File: config.mk
export PLATFORM = sky130hd
export DESIGN_NAME = tdm_frame_collector
export DESIGN_NICKNAME = d
export VERILOG_FILES = /design/src/rtl/tdm_frame_collector.sv
export SDC_FILE = /design/constraint.sdc
export NUM_CORES = 1
export LEC_CHECK = 0
export CORE_MARGIN = 5
export CORE_UTILIZATION = 48
export CTS_CLUSTER_DIAMETER = 60
export DETAILED_ROUTE_END_ITERATION = 10
export PLACE_DENSITY = 0.85
export SKIP_CTS_REPAIR_TIMING = 1
export SLEW_MARGIN = 5
export SYNTH_ARGS = -nofsm -noshare
export SYNTH_HDL_FRONTEND = slang
export SYNTH_SLANG_ARGS = --single-unit
File: constraint.sdc
create_clock -name clk_i -period 2.25 [get_ports clk_i]
set_input_delay 0.45 -clock clk_i [delete_from_list [all_inputs] [get_ports clk_i]]
set_output_delay 0.45 -clock clk_i [all_outputs]
set_load 0.01 [all_outputs]
File: src/rtl/tdm_frame_collector.sv
// TDM serial audio frame collector: oversamples bclk/fs/sdata, deserializes NUM_CH slots
// and publishes them as sign-extended, left-shifted DSP words with a one-cycle start pulse.
module tdm_frame_collector #(
  parameter int unsigned NUM_CH      = 8,
  parameter int unsigned SLOT_BITS   = 32,
  parameter int unsigned SAMPLE_BITS = 24,
  parameter int unsigned DATA_WIDTH  = 36,
  parameter int unsigned SHIFT       = 10
) (
  input  logic                  clk_i,
  input  logic                  reset_i,
  input  logic                  bclk_i,
  input  logic                  fs_i,
  input  logic                  sdata_i,
  output logic [DATA_WIDTH-1:0] samples_o [NUM_CH],
  output logic                  start_o,
  output logic                  frame_err_o,
  output logic                  sync_lost_o,
  output logic                  locked_o
);

  localparam int unsigned FRAME_BITS = NUM_CH * SLOT_BITS;
  localparam int unsigned LOST_BITS  = FRAME_BITS + SLOT_BITS;
  localparam int unsigned LAST_BIT   = (NUM_CH - 1) * SLOT_BITS + SAMPLE_BITS - 1;
  localparam int unsigned CNT_W      = $clog2(LOST_BITS + 1);
  localparam int unsigned EXT_W      = DATA_WIDTH - SAMPLE_BITS;

  localparam logic [1:0] ST_IDLE = 2'd0;
  localparam logic [1:0] ST_RUN  = 2'd1;
  localparam logic [1:0] ST_WAIT = 2'd2;

  logic                   bclk_s1_q, bclk_s2_q, bclk_h_q;
  logic                   fs_s1_q, fs_s2_q;
  logic                   sd_s1_q, sd_s2_q;
  logic                   fs_prev_q, fs_prev_d;
  logic [1:0]             state_q, state_d;
  logic [CNT_W-1:0]       cnt_q, cnt_d;
  logic [SAMPLE_BITS-1:0] acc_q [NUM_CH];
  logic [SAMPLE_BITS-1:0] acc_d [NUM_CH];
  logic                   pub_q, pub_d;
  logic                   ferr_q, ferr_d;
  logic                   lost_q, lost_d;
  logic                   locked_q, locked_d;
  logic                   start_q;
  logic [DATA_WIDTH-1:0]  samples_q [NUM_CH];

  logic                   tick, fs_edge;
  logic                   cap_en;
  logic [CNT_W-1:0]       cap_idx;
  logic [31:0]            pos_slot, pos_bit;

  assign tick    = bclk_s2_q & ~bclk_h_q;
  assign fs_edge = fs_s2_q & ~fs_prev_q;

  // Framing FSM: decides capture position, publish, error and lock events per tick.
  always_comb begin
    state_d   = state_q;
    cnt_d     = cnt_q;
    acc_d     = acc_q;
    fs_prev_d = fs_prev_q;
    pub_d     = 1'b0;
    ferr_d    = 1'b0;
    lost_d    = 1'b0;
    locked_d  = locked_q;
    cap_en    = 1'b0;
    cap_idx   = cnt_q;
    pos_slot  = '0;
    pos_bit   = '0;
    if (tick) begin
      fs_prev_d = fs_s2_q;
      case (state_q)
        ST_IDLE: begin
          if (fs_edge) begin
            state_d = ST_RUN;
            cap_en  = 1'b1;
            cap_idx = '0;
          end
        end
        ST_RUN: begin
          cap_en = 1'b1;
          if (fs_edge) begin
            ferr_d   = 1'b1;
            locked_d = 1'b0;
            cap_idx  = '0;
          end else if (cnt_q == CNT_W'(LAST_BIT)) begin
            state_d = ST_WAIT;
            pub_d   = 1'b1;
          end
        end
        ST_WAIT: begin
          if (fs_edge) begin
            state_d = ST_RUN;
            cap_en  = 1'b1;
            cap_idx = '0;
            if (cnt_q == CNT_W'(FRAME_BITS)) begin
              locked_d = 1'b1;
            end else begin
              ferr_d   = 1'b1;
              locked_d = 1'b0;
            end
          end else if (cnt_q >= CNT_W'(LOST_BITS)) begin
            state_d  = ST_IDLE;
            cnt_d    = '0;
            lost_d   = 1'b1;
            locked_d = 1'b0;
          end else begin
            cnt_d = cnt_q + CNT_W'(1);
          end
        end
        default: begin
          state_d = ST_IDLE;
          cnt_d   = '0;
        end
      endcase
      if (cap_en) begin
        cnt_d    = cap_idx + CNT_W'(1);
        pos_slot = 32'(cap_idx) / SLOT_BITS;
        pos_bit  = 32'(cap_idx) % SLOT_BITS;
        for (int unsigned c = 0; c < NUM_CH; c++) begin
          if (pos_slot == c && pos_bit < SAMPLE_BITS) begin
            acc_d[c] = {acc_q[c][SAMPLE_BITS-2:0], sd_s2_q};
          end
        end
      end
    end
  end

  // Synchronizers, FSM state and event flags.
  always_ff @(posedge clk_i) begin
    if (!reset_i) begin
      bclk_s1_q <= 1'b0;
      bclk_s2_q <= 1'b0;
      bclk_h_q  <= 1'b0;
      fs_s1_q   <= 1'b0;
      fs_s2_q   <= 1'b0;
      sd_s1_q   <= 1'b0;
      sd_s2_q   <= 1'b0;
      fs_prev_q <= 1'b0;
      state_q   <= ST_IDLE;
      cnt_q     <= '0;
      pub_q     <= 1'b0;
      ferr_q    <= 1'b0;
      lost_q    <= 1'b0;
      locked_q  <= 1'b0;
    end else begin
      bclk_s1_q <= bclk_i;
      bclk_s2_q <= bclk_s1_q;
      bclk_h_q  <= bclk_s2_q;
      fs_s1_q   <= fs_i;
      fs_s2_q   <= fs_s1_q;
      sd_s1_q   <= sdata_i;
      sd_s2_q   <= sd_s1_q;
      fs_prev_q <= fs_prev_d;
      state_q   <= state_d;
      cnt_q     <= cnt_d;
      pub_q     <= pub_d;
      ferr_q    <= ferr_d;
      lost_q    <= lost_d;
      locked_q  <= locked_d;
    end
  end

  // Slot accumulators and the published frame; publish lags the final capture by one edge.
  always_ff @(posedge clk_i) begin
    if (!reset_i) begin
      start_q <= 1'b0;
      for (int unsigned c = 0; c < NUM_CH; c++) begin
        acc_q[c]     <= '0;
        samples_q[c] <= '0;
      end
    end else begin
      start_q <= pub_q;
      for (int unsigned c = 0; c < NUM_CH; c++) begin
        acc_q[c] <= acc_d[c];
        if (pub_q) begin
          samples_q[c] <= {{EXT_W{acc_q[c][SAMPLE_BITS-1]}}, acc_q[c]} << SHIFT;
        end
      end
    end
  end

  assign samples_o   = samples_q;
  assign start_o     = start_q;
  assign frame_err_o = ferr_q;
  assign sync_lost_o = lost_q;
  assign locked_o    = locked_q;

endmodule

# Word-level counts from Yosys, hierarchy flattened
# Cells that the tools add are included.
[op_classes]
n_reduce_logical = 28
n_eq_ne = 18
addsub = 2
bitwise_logic = 8
n_mux = 26
order_cmp = 2
[ops]
columns = ["operator", "count"]
rows = [
  ["$mux 9", 6],
  ["$logic_not 32->1", 1],
  ["$reduce_and 3->1", 9],
  ["$add 9x1->9 const B", 2],
  ["$pmux 9 s2", 1],
  ["$eq 4x3->1 const B", 4],
  ["$mux 1", 10],
  ["$mux 2", 5],
  ["$eq 9x8->1 const B", 1],
  ["$eq 9x9->1 const B", 1],
  ["$ge 9x9->1 const B", 1],
  ["$eq 4x2->1 const B", 2],
  ["$logic_and 1x1->1", 8],
  ["$ne 2x2->1 const B", 4],
  ["$reduce_or 4->1", 2],
  ["$ne 3x3->1 const B", 2],
  ["$not 1->1", 6],
  ["$pmux 1 s2", 3],
  ["$pmux 2 s3", 1],
  ["$lt 5x5->1 const B", 1],
  ["$reduce_and 5->1", 1],
  ["$eq 4x1->1 const B", 1],
  ["$reduce_and 4->1", 1],
  ["$reduce_or 2->1", 2],
  ["8 further kinds", 9],
]
[word_totals]
in_bits = 5
word_cells = 115
ff_bits = 408
out_inout_bits = 292

# Depth between registers and ports, before layout
# Gate-level depths: netlist of the first run.
[depth]
depth_word = 8
ltp_mapped = 9
mapped_depth_nobuf = 9

# Worst setup path before layout of the first run
# OpenSTA, ideal clock, no wires.
[synth_path]
path_kind = "reg-to-reg"
start = "register state_q[0]"
end = "register cnt_q[8]"
period_less_slack_ns = 2.058
setup_time_ns = 0.106
path_buffers = 0
arrival_time_ns = 1.952
path_slack_ns = 0.192
stages_incl_launch_ff = 10
required_ns = 2.144
path_cell_list = "dfxtp_1 -> ha_1 -> nor3b_1 -> nor2_1 -> ha_1 -> and3_1 -> nand3_1 -> nor2_1 -> xnor2_1 -> o311ai_0"
[synth_via]
elab_chain_len = 6
elab_cells_between_ends = 16
classes_between = "add/sub (1); eq/ne (4); mux (6); reduce/logical (5)"
[synth_lines]
columns = ["element", "line", "rtl"]
rows = [
  ["from (decl)", "36", "logic [1:0] state_q, state_d;"],
  ["from (signal assigned)", "154", "state_q <= state_d;"],
  ["$eq 2x2->1, or another cell as far along", "71", "case (state_q)"],
  ["$reduce_or 3->1 (no line) / $reduce_or 2->1 (equally long branches)", "n/a", ""],
  ["$mux 9 / $pmux 1 s2 (equally long branches)", "n/a", ""],
  ["$mux 9 / $mux 1 (equally long branches)", "69", "if (tick) begin"],
  ["$add 9x1->9, or another cell as far along", "116", "cnt_d = cap_idx + CNT_W'(1);"],
  ["$mux 9 / $reduce_and 3->1 (equally long branches)", "n/a", ""],
  ["to (signal assigned)", "155", "cnt_q <= cnt_d;"],
  ["to (decl)", "37", "logic [CNT_W-1:0] cnt_q, cnt_d;"],
]
# Several ways; a longest one is shown, not always the timed one. The select of a mux whose other input is x is not followed.
# A chain may end at the register's enable or synchronous reset.

# Worst setup path in the final report of the first run
[layout_path]
start = "register state_q[0]"
end = "register cnt_q[5]"
# The elaborated chain is that of the path after synthesis.

==> results of run 1 <==
==> through the flow <==
stage / std cells / total power, µW / cell area (µm²)
after global placement: 2157 / 7690 / 18600
after floorplan: 1657 / 7730 / 16600
after detailed placement: 2157 / 7690 / 18600
after global routing: 2232 / 15300 / 20000
final: 2232 / 14700 / 20000
after CTS: 2232 / 14900 / 20000
==> where the power goes <==
group,switching [µW],internal [µW]
Sequential,3.81,7230
Combinational,201,100
Clock,2820,4390
Total,3030,11700
==> sequential cells by signal, summed over array words and instances (netlist names) <==
name,count
frame_err_o,1
sd_s1_q,1
state_q,2
bclk_s1_q,1
locked_o,1
fs_s1_q,1
sd_s2_q,1
cnt_q,9
pub_q,1
fs_s2_q,1
sync_lost_o,1
bclk_s2_q,1
bclk_h_q,1
fs_prev_q,1
start_o,1
acc_q,192
samples_o,192
==> cell usage after synthesis, types with 4 or more instances <==
master    count
nor2_1       14
buf_2        12
nand2_1     160
nand4_1       7
clkbuf_1     62
nand3_1      55
buf_6         7
mux2i_1     337
buf_4       102
a21oi_1       9
buf_1        20
nor2b_1     246
ha_1          7
inv_1         5
a32oi_1       4
dfxtp_1     408
o21ai_0      54
and2_1       11
nor3_1        7
==> layout make-up <==
class | count | share of cell area, %
Tap cell | 448 | 2.80
Clock buffer | 61 | 6.32
Clock inverter | 14 | 1.01
Sequential cell | 408 | 40.8
Multi-Input combinational cell | 1041 | 35.9
Inverter | 5 | 0.0937
Timing Repair Buffer | 255 | 13.1
==> logic make-up (layout without fill, tap and decap cells) <==
family / count (synthesis) / in the layout / synth area share (%)
AOI/OAI and AO/OA: 89 / 89 / 3.32
xor gates and xnor gates: 3 / 3 / 0.162
adders and majority gates: 7 / 7 / 0.539
buffers and inverters: 208 / 335 / 7.57
DFF: 408 / 408 / 50.2
muxes: 337 / 337 / 20.7
other: 1 / 80 / 0.0231
and+or+nand+nor: 525 / 525 / 17.4
==> layer usage <==
layer | up-vias | global-route usage, %
met4 | 0 | 5.83
met5 | - | 0
met1 | 5125 | 20.0
met3 | 74 | 5.16
met2 | 222 | 29.4
li1 | 5479 | -
==> critical path: cells and delay by family (launching register included) <==
family / cells / cell delay, ps
AOI/OAI and AO/OA: 4 / 850
adders and majority gates: 1 / 250
and+or+nand+nor: 1 / 570
DFF: 1 / 350
==> worst max-delay path by stage <==
stage / to / depth (start not counted) / slack (ps)
after floorplan: cnt_q[8] / 9 / 190
after global placement: cnt_q[8] / 9 / 140
after detailed placement: cnt_q[8] / 9 / 100
after CTS: cnt_q[8] / 9 / 70
after global routing: cnt_q[8] / 9 / -0.7
final: cnt_q[5] / 6 / 120
==> out/metrics.cfg, run 1 <==
[global_route]
grt_start_max_net_pins=123
grt.total_usage_pct=16.9
antenna_found_initial=0
overflow=0
grt_pass1_vias=10737
grt_pass1_wl_um=54600

[sta]
drv_slew=0
finalClockSkew_ps=12.3
fmax_mhz=469
fin_tns_setup_ps=0
worstMarginPinSlew_ps=550
min_period_ps=2130
rsz0062_at_grt=true
setup_viol=0
slew_headroom_pct=63.2
finalWorstSetupSlack_ps=117
hold_viol_final=0
fin_crit_sh_pct=94.8
hold_ws_ps=308

[layout]
synthToLayoutAreaGrowth_pct=23.2
drive_gt1_share_pct=6.84
multi_input_area_um2=7190
diodes=0
layout_commonest_cell=dfxtp_1
n_fill_cell=2682
most-common-layout-cells=dfxtp_1 (407), mux2i_1 (337), nor2b_1 (245), clkdlybuf4s50_1 (215), nand2_1 (160)
nNetsFinal=1766
final_util_pct=59.9
seqCellArea_um2=8170

[clocking]
clkTransAtPathRegs_ps=60
cts.path.max_buffers=3
htree_levels=2
insertion_delay_ps=530
cts_root_buf=clkbuf_16
cts_made_buffers=43
cts_tree=done
clkSinkCount=408

[logic_synthesis]
synth-seq-cells=408
yosysSeqAreaShare_pct=50.2
syn-mean-instance-area_um2=10.3
synth_top_area_share_pct=50.2
synth_ff_type=dfxtp_1
syn-instance-count=1578
yosysTopAreaCell=dfxtp_1
synth_edf_count=0
ys_types=54
synth_area_leaders=dfxtp_1 (50%), mux2i_1 (21%), nor2b_1 (9.5%)
ys_async_sr_fraction_pct=0
yosysWarnings=0
syn_area_um2=16300

[worst_hold_path]
hp-class=in -> reg
holdPathEnd=locked_o
worstHoldPathCells=3
min_from=reset_i

[die]
rows=67
initial_core_util_pct=48.6
io_pins=297
die_w_um=194
core_um2=33400
die_h_um=194
die_area_um2=37700

[critical_path]
rrSetupSlack_ps=120
endpoint_kind=flop
worstSetupStartpointType=flop
critPathRequiredTime_ps=2670
r2r-end=cnt_q[5]
cp.arrival_ps=2550
critical_path.reg2reg.startpoint=state_q[0]
r2r_cells=6
cpPeakStageDelay_ps=570
critPathLaunch=state_q[0]
path_class=reg -> reg
cp_slowest_cell=or3b_2
crit_path_cell_trace=ha_1 -> or3b_2 -> o21ai_2 -> a21boi_0 -> a22o_1 -> a32o_1
worstPathMaxFanout=6

[power]
power_leakage_uw=0.00657
peakVddDrop_mv=0.570
powerDensity_nw_per_um2=736

[route]
routed-wl-met2_um=16400
highest_layer=met4
ant_nets=0
avgRoutedWirePerCell_um=15.2
viasPerCell=4.88
met1_length_um=14100
drc=0
dr.pass1.iters=4
vias=10900
drtIter0Drc=346
drt-total-wl_um=33800
dr_wl_met3_um=2230

[run]
cap_violations=0

[placed_design]
dp_hpwl_um=22800
finalWeightedCongestion=0.863
port_buffers=216
dp_slack_ps=95.9

[outcome]
status=finished, final reports clean

Power figures use the tool's default switching activity.
==> run 2, diff against run 1 <==
--- a/config.mk
+++ b/config.mk
@@ -6,10 +6,10 @@
 export NUM_CORES = 1
 export LEC_CHECK = 0
 export CORE_MARGIN = 5
-export CORE_UTILIZATION = 48
+export CORE_UTILIZATION = 52
 export CTS_CLUSTER_DIAMETER = 60
 export DETAILED_ROUTE_END_ITERATION = 10
-export PLACE_DENSITY = 0.85
+export PLACE_DENSITY = 0.9
 export SKIP_CTS_REPAIR_TIMING = 1
 export SLEW_MARGIN = 5
 export SYNTH_ARGS = -nofsm -noshare
==> run 2 against run 1 <==
  * Clock power down 7.6%
  * Flip-flop and latch count stayed put
  * Sequential share of layout area rose by 0.48 points
  * Largest power group unchanged
  * Worst setup slack improved by 18 ps
  * Non-clock buffer count is 5 lower
  * Wire length fell by 1.0%
  * Via count about the same
  * Sequential power about the same
  * First-iteration DRC count is 49% higher
==> out/metrics.cfg, run 2 (synthesized netlist as in run 1, its figures left out) <==
[outcome]
status=finished, final reports clean

[route]
drt-total-wl_um=33500  ; -1.0%
dr.pass1.iters=5  ; +1
viasPerCell=5.02  ; +2.8%
vias=10901  ; +0.0092%
drtIter0Drc=514  ; +49%
drc=0  ; unchanged
avgRoutedWirePerCell_um=15.4  ; +1.7%
ant_nets=0  ; unchanged

[critical_path]
r2r-end=cnt_q[5]
cp.arrival_ps=2540  ; about the same
critical_path.reg2reg.startpoint=state_q[0]
r2r_cells=6  ; unchanged
crit_path_cell_trace=ha_1 -> or3b_2 -> o21ai_2 -> a21boi_0 -> a22o_1 -> a32o_1
worstPathMaxFanout=6  ; unchanged
worstSetupStartpointType=flop
cp_slowest_cell=or3b_2
endpoint_kind=flop
rrSetupSlack_ps=130  ; +20 ps
cpPeakStageDelay_ps=550  ; -20 ps
path_class=reg -> reg
critPathRequiredTime_ps=2670  ; about the same

[die]
rows=64  ; -4.5%
initial_core_util_pct=52.9  ; +4.3 points
die_h_um=187  ; -3.7%
io_pins=297  ; unchanged
die_w_um=187  ; -3.7%
core_um2=30700  ; -8.1%
die_area_um2=34900  ; -7.3%

[clocking]
clkTransAtPathRegs_ps=70  ; about the same
cts_tree=done
cts.path.max_buffers=3  ; unchanged
clkSinkCount=408  ; unchanged
cts_root_buf=clkbuf_16
cts_made_buffers=41  ; -4.7%
htree_levels=2  ; unchanged
insertion_delay_ps=530  ; about the same

[global_route]
grt_start_max_net_pins=152  ; +24%
overflow=0  ; unchanged
antenna_found_initial=1  ; +1
grt_pass1_wl_um=55500  ; +1.6%
grt.total_usage_pct=18.5  ; +1.5 points
grt_pass1_vias=10919  ; +1.7%

[layout]
nNetsFinal=1759  ; -0.40%
synthToLayoutAreaGrowth_pct=21.8
post_layout_nonfiller_instances=2172  ; -2.7%
drive_gt1_share_pct=6.48  ; -0.36 points
most-common-layout-cells=dfxtp_1 (407), mux2i_1 (337), nor2b_1 (245), clkdlybuf4s50_1 (215), nand2_1 (160)
n_fill_cell=2342  ; -13%
final_util_pct=64.4  ; +4.5 points
layout_commonest_cell=dfxtp_1

[sta]
min_period_ps=2120  ; -17.5 ps
fmax_mhz=473  ; +0.83%
hold_viol_final=0  ; unchanged
finalClockSkew_ps=12.3  ; +0.0398 ps
slew_headroom_pct=63.5  ; +0.29 points
setup_viol=0  ; unchanged
drv_slew=0  ; unchanged
rsz0062_at_grt=false
worstMarginPinSlew_ps=546  ; -4.30 ps
fin_crit_sh_pct=94.0  ; -0.78 points
fin_tns_setup_ps=0  ; unchanged

[worst_hold_path]
holdPathEnd=locked_o
min_from=reset_i
worstHoldPathCells=3  ; unchanged
hp-class=in -> reg

[power]
total_power_uw=14200  ; -3.7%
powerDensity_nw_per_um2=717  ; -2.6%
peakVddDrop_mv=0.710  ; +25%
power_leakage_uw=0.00648  ; -1.3%

[placed_design]
finalWeightedCongestion=0.841  ; -2.5%
dp_cells=2100  ; -2.6%
port_buffers=216  ; unchanged
dp_hpwl_um=22200  ; -2.8%

[run]
cap_violations=0  ; unchanged

## run 2: cell count changes in the layout (fill, tap and decap cells not counted), moves of 2 or more
cell / previous run / this run
inv_6: 3 / 1
buf_4: 25 / 20
bufinv_16: 4 / 2
clkinv_2: 4 / 7
clkbuf_16: 45 / 42
## run 2: worst max-delay path by stage
| stage | from | endpoint | slack [ps] | cells past startpoint |
|---|---|---|---|---|
| after floorplan | state_q[0] | cnt_q[8] | 190 | 9 |
| after global placement | state_q[0] | cnt_q[8] | 170 | 9 |
| after detailed placement | state_q[0] | cnt_q[8] | 100 | 9 |
| after CTS | state_q[0] | cnt_q[8] | 60 | 9 |
| after global routing | cnt_q[7] | state_q[0] | 30 | 5 |
| final | state_q[0] | cnt_q[5] | 130 | 6 |
## run 2: per-layer routing
metal / global-route usage (%) / vias up / share of wire (%) / routed length [µm]
li1: - / 5465 / - / -
met1: 22.2 / 5119 / 42 / 14000
met2: 32.5 / 254 / 49 / 16500
met3: 4.76 / 63 / 6.0 / 2010
met4: 5.92 / 0 / 2.7 / 892
met5: 0 / - / 0 / 0
## run 2: layout make-up
cell class	instances	area, µm²	share of cell area (%)
clock inverter	15	166	0.840
sequential	408	8170	41.3
inverter	5	18.8	0.0948
multi-input combinational	1041	7180	36.3
antenna	1	2.50	0.0126
timing repair buffer	250	2600	13.1
clock buffer	56	1170	5.93
tap	396	495	2.50
## run 2: metrics by stage
step | setup slack (ps) | instance area [µm²] | hold WS, ps
after global placement | 170 | 18500 | 419
after global routing | 32.2 | 19800 | 343
after detailed placement | 97.8 | 18500 | 423
after floorplan | 192 | 16600 | 412
final | 135 | 19800 | 336
after CTS | 61.7 | 19800 | 320
## run 2: report_power, final
part	switching (µW)	leakage, µW	internal [µW]
Sequential	3.69	0.00329	7230
Combinational	201	0.00254	101
Clock	2760	0.000659	3910
## run 2: critical path, delay by kind of cell, from the launching register on
family          cells  cell delay [ps]
fa+ha+maj           1              230
compound gates      4              910
simple gates        1              550
flops               1              320
==> run 3, diff against run 2 <==
--- a/config.mk
+++ b/config.mk
@@ -9,6 +9,7 @@
 export CORE_UTILIZATION = 52
 export CTS_CLUSTER_DIAMETER = 60
 export DETAILED_ROUTE_END_ITERATION = 10
+export GPL_TIMING_DRIVEN = 0
 export PLACE_DENSITY = 0.9
 export SKIP_CTS_REPAIR_TIMING = 1
 export SLEW_MARGIN = 5
==> run 3 against run 2 <==
  * Critical path type unchanged
  * Hold slack better by 96 ps
  * Wire length increased by 15%
  * Maximum frequency shrank 1.6%
  * Register-to-register slack got worse by 30 ps
  * Die area unchanged
  * Global-route usage rose by 2.7 points
  * Count of clock-buffer cells in the layout unchanged
==> out/metrics.cfg, run 3 (synthesized netlist as in run 1, its figures left out) <==
[worst_hold_path]
hp-class=reg -> reg
holdPathEnd=fs_s2_q
min_from=fs_s1_q
worstHoldPathCells=1  ; -2

[die]
io_pins=297  ; unchanged
die_w_um=187  ; unchanged
rows=64  ; unchanged
die_area_um2=34900  ; unchanged
core_um2=30700  ; unchanged
die_h_um=187  ; unchanged
initial_core_util_pct=52.9  ; unchanged

[sta]
fin_crit_sh_pct=95.5  ; +1.5 points
finalWorstSetupSlack_ps=101  ; -33.3 ps
hold_viol_final=0  ; unchanged
fin_tns_setup_ps=0  ; unchanged
setup_viol=0  ; unchanged
worstMarginPinSlew_ps=1070  ; +529 ps
min_period_ps=2150  ; +33.3 ps
fmax_mhz=465  ; -1.6%
slew_headroom_pct=28.3  ; -35 points
drv_slew=0  ; unchanged
finalClockSkew_ps=20.1  ; +7.77 ps
hold_ws_ps=432  ; +96.0 ps

[clocking]
clkTransAtPathRegs_ps=60  ; about the same
clkSinkCount=408  ; unchanged
cts.path.max_buffers=3  ; unchanged
htree_levels=2  ; unchanged
cts_root_buf=clkbuf_16
insertion_delay_ps=520  ; about the same
cts_made_buffers=42  ; +2.4%
cts_tree=done

[route]
drt-total-wl_um=38600  ; +15%
drc=0  ; unchanged
ant_nets=0  ; unchanged
vias=11745  ; +7.7%
viasPerCell=5.02  ; about the same
avgRoutedWirePerCell_um=16.5  ; +7.1%
drtIter0Drc=475  ; -7.6%
dr.pass1.iters=7  ; +2

[placed_design]
place_area_um2=19200  ; +4.1%
port_buffers=215  ; -0.46%
dp_slack_ps=-255  ; -353 ps
dp_hpwl_um=27400  ; +23%
finalWeightedCongestion=0.862  ; +2.5%

[layout]
layout_commonest_cell=dfxtp_1
nNetsFinal=1935  ; +10%
most-common-layout-cells=dfxtp_1 (406), mux2i_1 (337), nor2b_1 (245), clkdlybuf4s50_1 (215), nand2_1 (160)
postLayoutCellArea_um2=20700  ; +4.3%
synthToLayoutAreaGrowth_pct=27.1
drive_gt1_share_pct=10.9  ; +4.4 points

[global_route]
antenna_found_initial=1  ; unchanged
grt_pass1_wl_um=62400  ; +12%
grt_pass1_vias=12034  ; +10%
overflow=0  ; unchanged
grt.total_usage_pct=21.2  ; +2.7 points
grt_start_max_net_pins=15  ; -90%

[critical_path]
r2r_cells=7  ; +1
crit_path_cell_trace=ha_2 -> or3b_2 -> nand4_1 -> nor4b_2 -> buf_4 -> buf_4 -> mux2i_1
endpoint_kind=flop
worstPathMaxFanout=10  ; +4
cpPeakStageDelay_ps=400  ; -150 ps
path_common_cell=buf_4
cp_slowest_cell=dfxtp_4
cp.arrival_ps=2600  ; +60 ps
rrSetupSlack_ps=100  ; -30 ps
r2r-end=acc_q[67]
worstSetupStartpointType=flop
path_class=reg -> reg
critPathRequiredTime_ps=2700  ; +30 ps
critical_path.reg2reg.startpoint=state_q[0]

[power]
power_leakage_uw=0.00704  ; +8.6%
peakVddDrop_mv=0.483  ; -32%
total_power_uw=14500  ; +1.7%
clockPowerShare_pct=46.9  ; about the same
p_comb_share_pct=3.0  ; +0.9 points
p_seq_share_pct=50.1  ; -0.8 points
power.internal_uw=11500  ; +2.2%
p_switching_uw=2970  ; +0.16%
powerDensity_nw_per_um2=699  ; -2.5%
switching_share_pct=20.5  ; -0.32 points

[outcome]
status=finished, final reports clean

[run]
cap_violations=0  ; unchanged

-- run 3: cell types whose count changed in the layout (fill, tap and decap cells not counted), moves of 3 or more --
cell and change:
clkinv_2 -3, buf_6 +9, buf_2 +9, buf_12 -14, buf_1 +20, buf_4 +89
clkbuf_1 +58
-- run 3: per-stage QoR --
stage	instances	utilization [%]
floorplan	1657	-
CTS	2333	66.8
finish	2341	67.2
global route	2341	67.2
global placement	2268	62.5
detailed placement	2268	62.5
-- run 3: worst max-delay path, delay by kind of cell, from the launching register on --
| kind | cells | cell delay [ps] |
|---|---|---|
| adders and majority gates | 1 | 230 |
| buffers and inverters | 2 | 440 |
| DFF | 1 | 400 |
| muxes | 1 | 220 |
| and+or+nand+nor | 3 | 780 |
-- run 3: worst max path at each step --
stage	startpoint	endpoint	depth (start not counted)
final	state_q[0]	acc_q[67]	7
after global routing	cnt_q[4]	acc_q[135]	9
after CTS	state_q[0]	acc_q[34]	7
after detailed placement	state_q[0]	acc_q[40]	7
after global placement	state_q[0]	cnt_q[8]	9
after floorplan	state_q[0]	cnt_q[8]	9
-- run 3: layout make-up --
type,count,area (µm²)
clock buffers,56,1200
well taps,396,495
flip-flops and latches,408,8170
multi-input cells,1041,7210
plain buffers,203,1230
clock inverters,9,130
repair buffers,222,2200
inverters,5,18.8
diodes,1,2.50
fillers,2347,10100
-- run 3: layer usage --
layer	global-route usage [%]	up-vias	wire [µm]
li1	-	5811	-
met1	24.9	5491	16000
met2	37.8	359	18900
met3	5.34	84	2460
met4	7.05	0	1310
met5	0	-	0
-- run 3: power by group through the flow --
stage,Sequential [µW],Clock (µW),Combinational [µW]
final,7230,6780,439
after global routing,7230,7210,476
after CTS,7230,6900,426
after detailed placement,7390,0,425
after global placement,7390,0,422
after floorplan,7390,0,342
